<file path="src/rtl/serial_to_parallel_align.sv">
// rtl/serial_to_parallel_align.sv - bit-serial deserialiser with COM-symbol byte alignment
// Optional build macro S2P_IDLE_FILTER_EN: drop IDL_BYTE symbols from valid_out while ACTIVE.
module serial_to_parallel_align #(
  parameter int              WIDTH     = 8,
  parameter logic [WIDTH-1:0] COM_BYTE = 8'hBC,
  parameter logic [WIDTH-1:0] IDL_BYTE = 8'h7C,
  parameter int              COM_COUNT = 4
) (
  input  logic             clk,
  input  logic             reset,
  input  logic             serial_in,
  output logic [WIDTH-1:0] data_out,
  output logic             valid_out,
  output logic             active_out,
  output logic [2:0]       com_cnt
);

  localparam int CW = (WIDTH > 1) ? $clog2(WIDTH) : 1;
  localparam logic [CW-1:0] LAST_BIT = CW'(WIDTH - 1);
  localparam logic [2:0] COM_TARGET = 3'(COM_COUNT);

`ifdef S2P_IDLE_FILTER_EN
  localparam bit IDLE_FILTER = 1'b1;
`else
  localparam bit IDLE_FILTER = 1'b0;
`endif

  typedef enum logic [1:0] {SEARCH, LOCK, ACTIVE} state_t;

  state_t           state, state_next;
  logic [WIDTH-1:0] sr, sr_next;
  logic [CW-1:0]    bit_cnt, bit_cnt_d;
  logic [WIDTH-1:0] data_d;
  logic             valid_d, active_d;
  logic [2:0]       com_cnt_d, com_cnt_inc;
  logic             boundary, is_com, idle_drop;

  assign sr_next     = {sr[WIDTH-2:0], serial_in};
  assign boundary    = (bit_cnt == LAST_BIT);
  assign is_com      = (sr_next == COM_BYTE);
  assign idle_drop   = IDLE_FILTER && (sr_next == IDL_BYTE);
  assign com_cnt_inc = com_cnt + 3'd1;

  always_ff @(posedge clk) begin
    if (reset) begin
      state <= SEARCH;
    end else begin
      state <= state_next;
    end
  end

  always_comb begin
    state_next = state;
    case (state)
      SEARCH: begin
        if (is_com) begin
          state_next = (COM_COUNT == 1) ? ACTIVE : LOCK;
        end
      end
      LOCK: begin
        // A non-COM at the expected boundary means the lock was false; hunt again.
        if (boundary) begin
          if (!is_com) begin
            state_next = SEARCH;
          end else if (com_cnt_inc == COM_TARGET) begin
            state_next = ACTIVE;
          end
        end
      end
      ACTIVE:  state_next = ACTIVE;
      default: state_next = SEARCH;
    endcase
  end

  always_comb begin
    bit_cnt_d = boundary ? '0 : bit_cnt + CW'(1);
    com_cnt_d = com_cnt;
    data_d    = data_out;
    valid_d   = 1'b0;
    active_d  = active_out;
    case (state)
      SEARCH: begin
        bit_cnt_d = '0;
        if (is_com) begin
          com_cnt_d = 3'd1;
          if (COM_COUNT == 1) begin
            active_d = 1'b1;
          end
        end
      end
      LOCK: begin
        if (boundary) begin
          if (is_com) begin
            com_cnt_d = com_cnt_inc;
            if (com_cnt_inc == COM_TARGET) begin
              active_d = 1'b1;
            end
          end else begin
            com_cnt_d = 3'd0;
          end
        end
      end
      ACTIVE: begin
        if (boundary) begin
          data_d  = sr_next;
          valid_d = !is_com && !idle_drop;
        end
      end
      default: begin
        bit_cnt_d = '0;
      end
    endcase
  end

  always_ff @(posedge clk) begin
    if (reset) begin
      sr         <= '0;
      bit_cnt    <= '0;
      data_out   <= '0;
      valid_out  <= 1'b0;
      active_out <= 1'b0;
      com_cnt    <= 3'd0;
    end else begin
      sr         <= sr_next;
      bit_cnt    <= bit_cnt_d;
      data_out   <= data_d;
      valid_out  <= valid_d;
      active_out <= active_d;
      com_cnt    <= com_cnt_d;
    end
  end

endmodule

</file>
<file path="config.mk">
export PLATFORM = sky130hd
export DESIGN_NAME = serial_to_parallel_align
export DESIGN_NICKNAME = d
export VERILOG_FILES = /design/src/rtl/serial_to_parallel_align.sv
export SDC_FILE = /design/constraint.sdc
export NUM_CORES = 1
export LEC_CHECK = 0
export ABC_AREA = 1
export CORE_MARGIN = 2
export CORE_UTILIZATION = 46
export CTS_CLUSTER_DIAMETER = 40
export CTS_CLUSTER_SIZE = 30
export DETAILED_ROUTE_END_ITERATION = 12
export PLACE_DENSITY = 0.77
export SYNTH_ARGS = -nofsm -noshare
export SYNTH_HDL_FRONTEND = slang
export SYNTH_SLANG_ARGS = --single-unit
</file>
<file path="constraint.sdc">
create_clock -name clk -period 1.27 [get_ports clk]
set_input_delay 0.1905 -clock clk [delete_from_list [all_inputs] [get_ports clk]]
set_output_delay 0.1905 -clock clk [all_outputs]
set_load 0.05 [all_outputs]
</file>
# Word level (Yosys, flattened, before mapping)
# Cells that the tools add are included.
dict set report classes {
  n_mux 9
  bitwise 3
  n_eq_ne 8
  n_reduce_logical 10
  add_sub_neg 2
}
# operator n
set ops {}
lappend ops {{3-bit two-way mux} 3}
lappend ops {{8-bit equality test, second input constant} 1}
lappend ops {{2-bit two-way mux} 4}
lappend ops {{3-bit by 1-bit adder with 3-bit output, second input constant} 2}
lappend ops {{3-bit equality test, second input constant} 2}
lappend ops {{2-bit case mux with 3 select lines} 1}
lappend ops {{3-bit case mux with 2 select lines} 1}
lappend ops {{3-bit AND reduction} 2}
lappend ops {{3-bit OR reduction} 2}
lappend ops {{2-bit != test, second input constant} 2}
lappend ops {{4-bit AND reduction} 1}
lappend ops {{3-bit != test, second input constant} 1}
lappend ops {{1-bit inverter} 3}
lappend ops {{2-bit by 1-bit equality test with 1-bit output, second input constant} 1}
lappend ops {{2-bit equality test, second input constant} 1}
lappend ops {{2-bit zero test} 1}
lappend ops {{2-bit AND reduction} 1}
lappend ops {{2-bit nonzero test} 1}
lappend ops {{2-bit OR reduction} 1}
lappend ops {{1-bit zero test} 1}
dict set report totals {
  input_bits 3
  word_cells 39
  regBits 25
  out_inout_bits 13
}

# Longest topological paths before layout
# Gate-level depths: netlist of run 1.
dict set report depth {
  ltp_word 6
  mapped_depth 10
  ltp_nobuf 10
}

# Least setup slack after synthesis of run 1
# No wires, ideal clock.
dict set report synth_path {
  kind {flip-flop to flip-flop}
  from {register com_cnt[0]}
  to {register state[0]}
  n_path_buf 0
  stages_incl_launch_ff 8
  required_ps 1156
  synth_period_minus_slack_ps 1524
  setup_time_ps 114
  setup_slack_ps -254
  t_arrival_ps 1410
  cell_sequence {dfxtp_1 ha_1 or2_1 nand3_1 nand3_1 nand2_2 nor2_1 nor2_2}
}
dict set report synth_via {
  elab_chain_len 4
}
# element line
set synth_lines {}
lappend synth_lines {{start, declared} 15} ;# output logic [2:0] com_cnt
lappend synth_lines {{start signal, assigned} 129} ;# com_cnt <= com_cnt_d;
lappend synth_lines {{3-bit by 1-bit adder with 3-bit output} 42} ;# assign com_cnt_inc = com_cnt + 3'd1;
lappend synth_lines {{3-bit equality test} 65} ;# end else if (com_cnt_inc == COM_TARGET) begin
lappend synth_lines {{3-bit != test (no line)} -}
lappend synth_lines {{3-bit AND reduction (no line)} -}
lappend synth_lines {{end signal, assigned} 48} ;# state <= state_next;
lappend synth_lines {{end, declared} 30} ;# state_t state, state_next;
# No other way between the ends.
# A chain may end at the register's enable or synchronous reset.

# Worst setup path in the final report of run 1
# Same ends and word-level chain as after synthesis.

==> results of run 1 <==
-- kinds of logic (layout without fill, tap and decap cells) --
logic type	after synthesis	in the layout	synth area share [%]
buffers and inverters	22	52	8.41
adder cells (fa/ha/maj)	7	7	8.41
AND/OR/NAND/NOR	58	58	24.8
AO/OA/AOI/OAI	19	19	10.3
flip-flops	25	25	48.1
-- cell type report --
cell class / count / area share (%)
multi-input combinational: 84 / 36.4
timing repair buffer: 29 / 24.0
inverter: 19 / 4.30
tap: 28 / 2.11
sequential: 25 / 31.3
clock inverter: 1 / 0.528
clock buffer: 3 / 1.36
-- repair_timing --
item                                    CTS  global route
gates resized for setup                  23            24
pin swaps                                 2             9
endpoints found under the setup margin   13            15
hold buffers                              0             0
setup buffers                             3             2
-- worst min-delay path by stage --
stage	to	startpoint	slack, ns
after floorplan	sr[0]	serial_in	0.31
after global placement	bit_cnt[0]	bit_cnt[0]	0.41
after detailed placement	bit_cnt[0]	bit_cnt[0]	0.44
after CTS	sr[0]	serial_in	0.41
after global routing	sr[0]	serial_in	0.43
final	sr[0]	serial_in	0.41
-- registers in the layout, summed over array words and instances (netlist names) --
signal      cells
bit_cnt         3
sr              7
active_out      1
state           2
com_cnt         3
data_out        8
valid_out       1
-- critical path, delay by kind of cell (launching register included) --
kind	cells	cell delay (ns)
adder cells (fa/ha/maj)	1	0.15
AND/OR/NAND/NOR	7	0.66
flip-flops	1	0.39
-- routing by layer --
| metal | global-route usage [%] | up-vias |
|---|---|---|
| met5 | 0 | - |
| met4 | 7.46 | 0 |
| met3 | 3.45 | 7 |
| met2 | 36.1 | 23 |
| met1 | 21.4 | 446 |
| li1 | - | 463 |
-- power groups by stage --
stage / logic (mW) / registers, mW / clock network, mW
finish: 1.48 / 1.03 / 0.393
global route: 1.59 / 1.05 / 0.425
CTS: 1.33 / 1.02 / 0.394
detailed placement: 1.16 / 1.03 / 0
global placement: 1.10 / 1.02 / 0
floorplan: 0.553 / 1.19 / 0
-- cells in the final DEF (no fill, tap or decap), drive strengths merged --
master and n:
buf 27, o21ai 10, clkdlybuf4s50 2, a31oi 1, inv 20, clkbuf 3, dfxtp 25, nand2 22
a21oi 8, nor3 1, or2 2, nor2 30, ha 7, nand3 3
==> flow_summary_export.csv, run 1 <==
group,metric,value,unit
status,status,"finished with violations",
status,violations,"setup timing",
global_route,grt_max_degree,17,
sta,fin_ws,-0.0135,ns
power,switchingPower,1.18,mW
sta,fin_hold_ws,0.413,ns
synth,ys_ff_latch,25,
setup_path,worstPathArrival,1.53,ns
setup_path,cpPeakStageDelay,0.39,ns
final_layout,fillerInstances,148,
drt,routed_wl,2.41,mm
sta,slew_headroom,84.6,%
setup_path,path_max_fanout,4,
setup_path,r2r_slack,-0.01,ns
clocking,worstSkewPairLatency,0.33,ns
global_route,grt_pass1_wl,3.89,mm
setup_path,crit_required,1.51,ns
final_layout,multi_input_area,604,µm²
final_layout,syn2layout_area_growth,59.4,%
synth,syn_nets,141,
power,power_frac_comb,50.9,%
clocking,clk_pin_slew,0.14,ns
setup_path,r2r_end,"state[0]",
synth,ys_seq_area_share,48.1,%
synth,synth_cell_type_count,21,
power,clkPwrFrac,13.6,%
synth,synth.avg_cell_area,7.95,µm²
placed_design,io_buffers,15,
sta,hold_viol,0,
setup_path,critical_path_class,"reg2reg",
synth,post_synth_inst_count,131,
sta,fin_worst_skew,0.00597,ns
die,start_util,48.0,%
die,die_h,51.6,µm
synth,synth-edff-count,0,
final_layout,fin_area,1660,µm²
min_path,hp-class,"in2reg",
drt,wl_met1,960,µm
drt,first_iter_violations,37,
drt,post_drt_wl_per_cell,12.7,µm
final_layout,drive_gt1_share,48.4,%
synth,async_reset_ff_share,0,%
clocking,clockBufferDepth,2,
placed_design,placed_area,1450,µm²
synth,yosysTopAreaCellShare,48.1,%
setup_path,crit_path_end_kind,"flip-flop",
setup_path,crit_path_start_kind,"flip-flop",
global_route,grt_use_total,19.3,%
power,total_power,2.90,mW
placed_design,dp_cells,180,
global_route,grt_pass1_vias,939,
power,leakage,0.692,nW
clocking,htree_levels,1,
final_layout,seq_area,519,µm²
drt,dr_wl_met3,78,µm
sta,max_freq,779,MHz
run,drv_cap,0,
sta,setup_viol,4,
setup_path,reg2regPathDepth,8,
sta,fin_setup_tns,-0.0349,ns
die,std_cell_rows,17,
clocking,cts_sinks,25,
setup_path,cpMaxStageDelayCell,"dfxtp_4",
drt,vias,939,
die,dieArea,2660,µm²
drt,first_pass_iters,4,
power,peakVddDrop,0.00142,V
final_layout,fin_nets,172,
final_layout,diodes,0,
final_layout,instances_no_fill,189,
synth,synth_area,1040,µm²
placed_design,hpwl,1.56,mm
min_path,min_path_cells,3,
global_route,antenna_found_initial,0,
placed_design,place.gp.congestion,0.771,
synth,yosys_warnings,0,
setup_path,crit_path_end,"state[0]",
drt,viasPerCell,4.97,
drt,ant_nets,0,
power,powerDensity,1750,nW/µm²
clocking,cts_root_buf,"clkbuf_4",
sta,rsz0062_at_grt,"yes",
die,fp.coreArea,2170,µm²
clocking,cts_tree,"built",
synth,synthFlopType,"dfxtp_1",
synth,synth_top_area_cell,"dfxtp_1",
die,die_w,51.6,µm
global_route,overflow,0,
sta,slew_viol_final,0,
drt,route.detailed.drc,0,
synth,yosysMostFrequentCell,"nor2_1",
setup_path,cp-startpoint,"com_cnt[0]",
sta,fin_crit_sh,101,%
setup_path,path_cells,"ha_4 > or2_4 > nand3_4 > nand3_4 > nand2_4 > nand2_1 > nand2_1 > nor2_2",
setup_path,r2r-start,"com_cnt[0]",
placed_design,place_ws,-0.217,ns
drt,route.met2.wl,1.30,mm
sta,tightest_slew,0.229,ns
drt,top_layer_used,"met4",
synth,synthTopCellsByCount,"26 x nor2_1, 25 x dfxtp_1, 18 x nand2_1, 16 x inv_1, 10 x o21ai_0",
final_layout,final_util,76.5,%
synth,synth_area_leaders,"dfxtp_1 48%, nor2_1 9.4%, ha_1 8.4%, nand2_1 6.5%, inv_1 5.8%",
die,io_pins,16,
power,switching_share,40.6,%
power,seqPwrFrac,35.5,%
clocking,cts_buffers,3,
power,p_int,1.72,mW
sta,period_minus_slack,1.28,ns
Note: power is estimated with default switching activity, not from simulation.
==> inputs of run 2 (changes only) <==
--- a/config.mk
+++ b/config.mk
@@ -7,11 +7,12 @@
 export LEC_CHECK = 0
 export ABC_AREA = 1
 export CORE_MARGIN = 2
-export CORE_UTILIZATION = 46
+export CORE_UTILIZATION = 50
 export CTS_CLUSTER_DIAMETER = 40
 export CTS_CLUSTER_SIZE = 30
 export DETAILED_ROUTE_END_ITERATION = 12
-export PLACE_DENSITY = 0.77
+export DONT_BUFFER_PORTS = 1
+export PLACE_DENSITY = 0.69
 export SYNTH_ARGS = -nofsm -noshare
 export SYNTH_HDL_FRONTEND = slang
 export SYNTH_SLANG_ARGS = --single-unit
==> constraint.sdc (replaced) <==
create_clock -name clk -period 1.4 [get_ports clk]
set_input_delay 0.21 -clock clk [delete_from_list [all_inputs] [get_ports clk]]
set_output_delay 0.21 -clock clk [all_outputs]
set_load 0.05 [all_outputs]
==> run 2 against run 1 <==
Against the previous run:
- the run now ends clean
- routed wire length decreased by 19%
- combinational power down 37%
- total power down 25%
- critical endpoint is now state[1]
- register-to-register slack better by 0.05 ns
- via count shrank 11%
- non-clock buffer count decreased by 11
- critical path type is now in2reg
- die area shrank 7.4%
- core utilization fell by 8.6 points
==> flow_summary_export.csv, run 2 (synthesis gave the netlist of run 1 again) <==
group,metric,value,unit
sta,tightest_slew,0.527,ns
sta,hold_viol,0,
clocking,clk_pin_slew,0.14,ns
drt,routed_wl,1.95,mm
final_layout,multi_input_area,532,µm²
sta,setup_viol,0,
global_route,grt_use_total,15.4,%
global_route,overflow,0,
die,dieArea,2460,µm²
die,io_pins,16,
final_layout,largestRegisters,"data_out (8), sr (7)",
global_route,grt_pass1_vias,725,
sta,slew_headroom,64.8,%
final_layout,drive_gt1_share,35.8,%
power,switching_share,40.4,%
sta,period_minus_slack,1.38,ns
final_layout,final_util,67.9,%
final_layout,instances_no_fill,178,
setup_path,crit_path_start_kind,"input port",
power,clkPwrFrac,15.6,%
final_layout,seq_area,512,µm²
placed_design,dp_cells,167,
final_layout,final_cell_mix,"26 x nor2_1, 20 x dfxtp_1, 16 x buf_4, 15 x nand2_1, 13 x inv_1",
status,status,"completed",
power,seqPwrFrac,41.4,%
final_layout,fillerInstances,174,
clocking,htree_levels,1,
placed_design,place.gp.congestion,0.736,
clocking,cts_buffers,3,
final_layout,largest_register_ffs,8,
die,start_util,53.1,%
drt,vias,836,
power,p_int,1.29,mW
power,power_frac_comb,43.0,%
sta,rsz0062_at_grt,"yes",
power,peakVddDrop,0.00106,V
run,drv_cap,0,
clocking,worstSkewPairLatency,0.32,ns
global_route,antenna_found_initial,0,
min_path,hp-class,"in2reg",
power,switchingPower,0.875,mW
clocking,clockBufferDepth,2,
drt,route.detailed.drc,0,
placed_design,io_buffers,0,
final_layout,diodes,0,
die,std_cell_rows,16,
drt,post_drt_wl_per_cell,11.0,µm
final_layout,fin_nets,162,
setup_path,path_max_fanout,4,
drt,first_pass_iters,4,
global_route,grt_max_degree,17,
setup_path,worstPathArrival,1.60,ns
final_layout,regMostFlops,"data_out",
power,leakage,0.601,nW
setup_path,critical_path_class,"in2reg",
clocking,cts_root_buf,"clkbuf_4",
sta,fin_worst_skew,0.0103,ns
final_layout,layout_commonest_cell,"nor2_1",
power,powerDensity,1630,nW/µm²
clocking,cts_tree,"built",
clocking,cts_sinks,25,
global_route,grt_pass1_wl,2.93,mm
setup_path,crit_path_end_kind,"flip-flop",
drt,first_iter_violations,11,
final_layout,syn2layout_area_growth,27.9,%
placed_design,hpwl,1.33,mm
drt,ant_nets,0,
die,fp.coreArea,1960,µm²
sta,slew_viol_final,0,
drt,viasPerCell,4.70,
sta,fin_crit_sh,98.5,%
die,die_w,49.6,µm
setup_path,crit_required,1.62,ns
sta,max_freq,725,MHz
die,die_h,49.6,µm
==> run 2: changes by cell type in the layout (fill, tap and decap cells not counted), moves of 4 or more <==
cell and delta:
nor2_1 +4, buf_12 -14, dfxtp_1 +6, o21ai_2 +4, dfxtp_2 -6
==> run 2: critical path, stage by stage <==
cell and delay [ns]:
dlygate4sd3_1 0.55, inv_2 0.08, nand2_2 0.06, nor2_4 0.14
nand2_4 0.08, a21oi_4 0.20, nand2_2 0.10, nor2_1 0.13
nor2_2 0.05
==> run 2: power groups by stage <==
| stage | Sequential (mW) | Clock [mW] | Combinational, mW |
|---|---|---|---|
| 2_1_floorplan | 1.05 | 0 | 0.485 |
| 3_3_place_gp | 0.897 | 0 | 0.771 |
| 3_5_place_dp | 0.905 | 0 | 0.799 |
| 4_1_cts | 0.890 | 0.348 | 0.813 |
| 5_1_grt | 0.910 | 0.371 | 1.05 |
| 6_report | 0.897 | 0.339 | 0.931 |
==> run 2: metal layers <==
metal / GRT usage [%] / routed length (µm)
met1: 18.3 / 876
met2: 26.9 / 988
met3: 3.64 / 67
met4: 5.56 / 19
met5: 0 / 0
==> run 2: path summary, 6_finish.rpt <==
check              from    endpoint  slack [ns]  cells after the start
max           serial_in    state[1]        0.02                      9
min               reset  bit_cnt[0]        0.07                      3
max reg2reg  bit_cnt[0]    state[1]        0.04                      8
min reg2reg  bit_cnt[0]  bit_cnt[0]        0.41                      1
==> run 2: layout make-up <==
type / instances / share of cell area [%]
clock buffer: 3 / 1.69
clock inverter: 1 / 0.658
inverter: 19 / 5.64
multi-input combinational: 84 / 39.9
sequential: 25 / 38.4
tap: 27 / 2.54
timing repair buffer: 18 / 10.5
timing repair inverter: 1 / 0.564
==> run 2: stage by stage <==
| step | setup TNS [ns] | setup slack, ns | hold slack (ns) | cell area, µm² | total power [mW] |
|---|---|---|---|---|---|
| floorplan | 0 | 0.0360 | 0.328 | 1040 | 1.54 |
| global placement | 0 | 0.0312 | 0.284 | 1150 | 1.67 |
| detailed placement | -0.0658 | -0.0220 | 0.286 | 1150 | 1.70 |
| CTS | -0.0421 | -0.0179 | 0.0665 | 1220 | 2.05 |
| global route | -0.208 | -0.0507 | 0.100 | 1330 | 2.33 |
| finish | 0 | 0.0205 | 0.0658 | 1330 | 2.17 |
==> run 2: what timing repair did <==
item,4_1_cts,5_1_grt
hold buffers,2,0
endpoints found under the setup margin,7,14
gates resized for setup,3,30
pin swaps,1,6
setup buffers,1,3
cloned,1,0
endpoints found under the hold margin,9,0
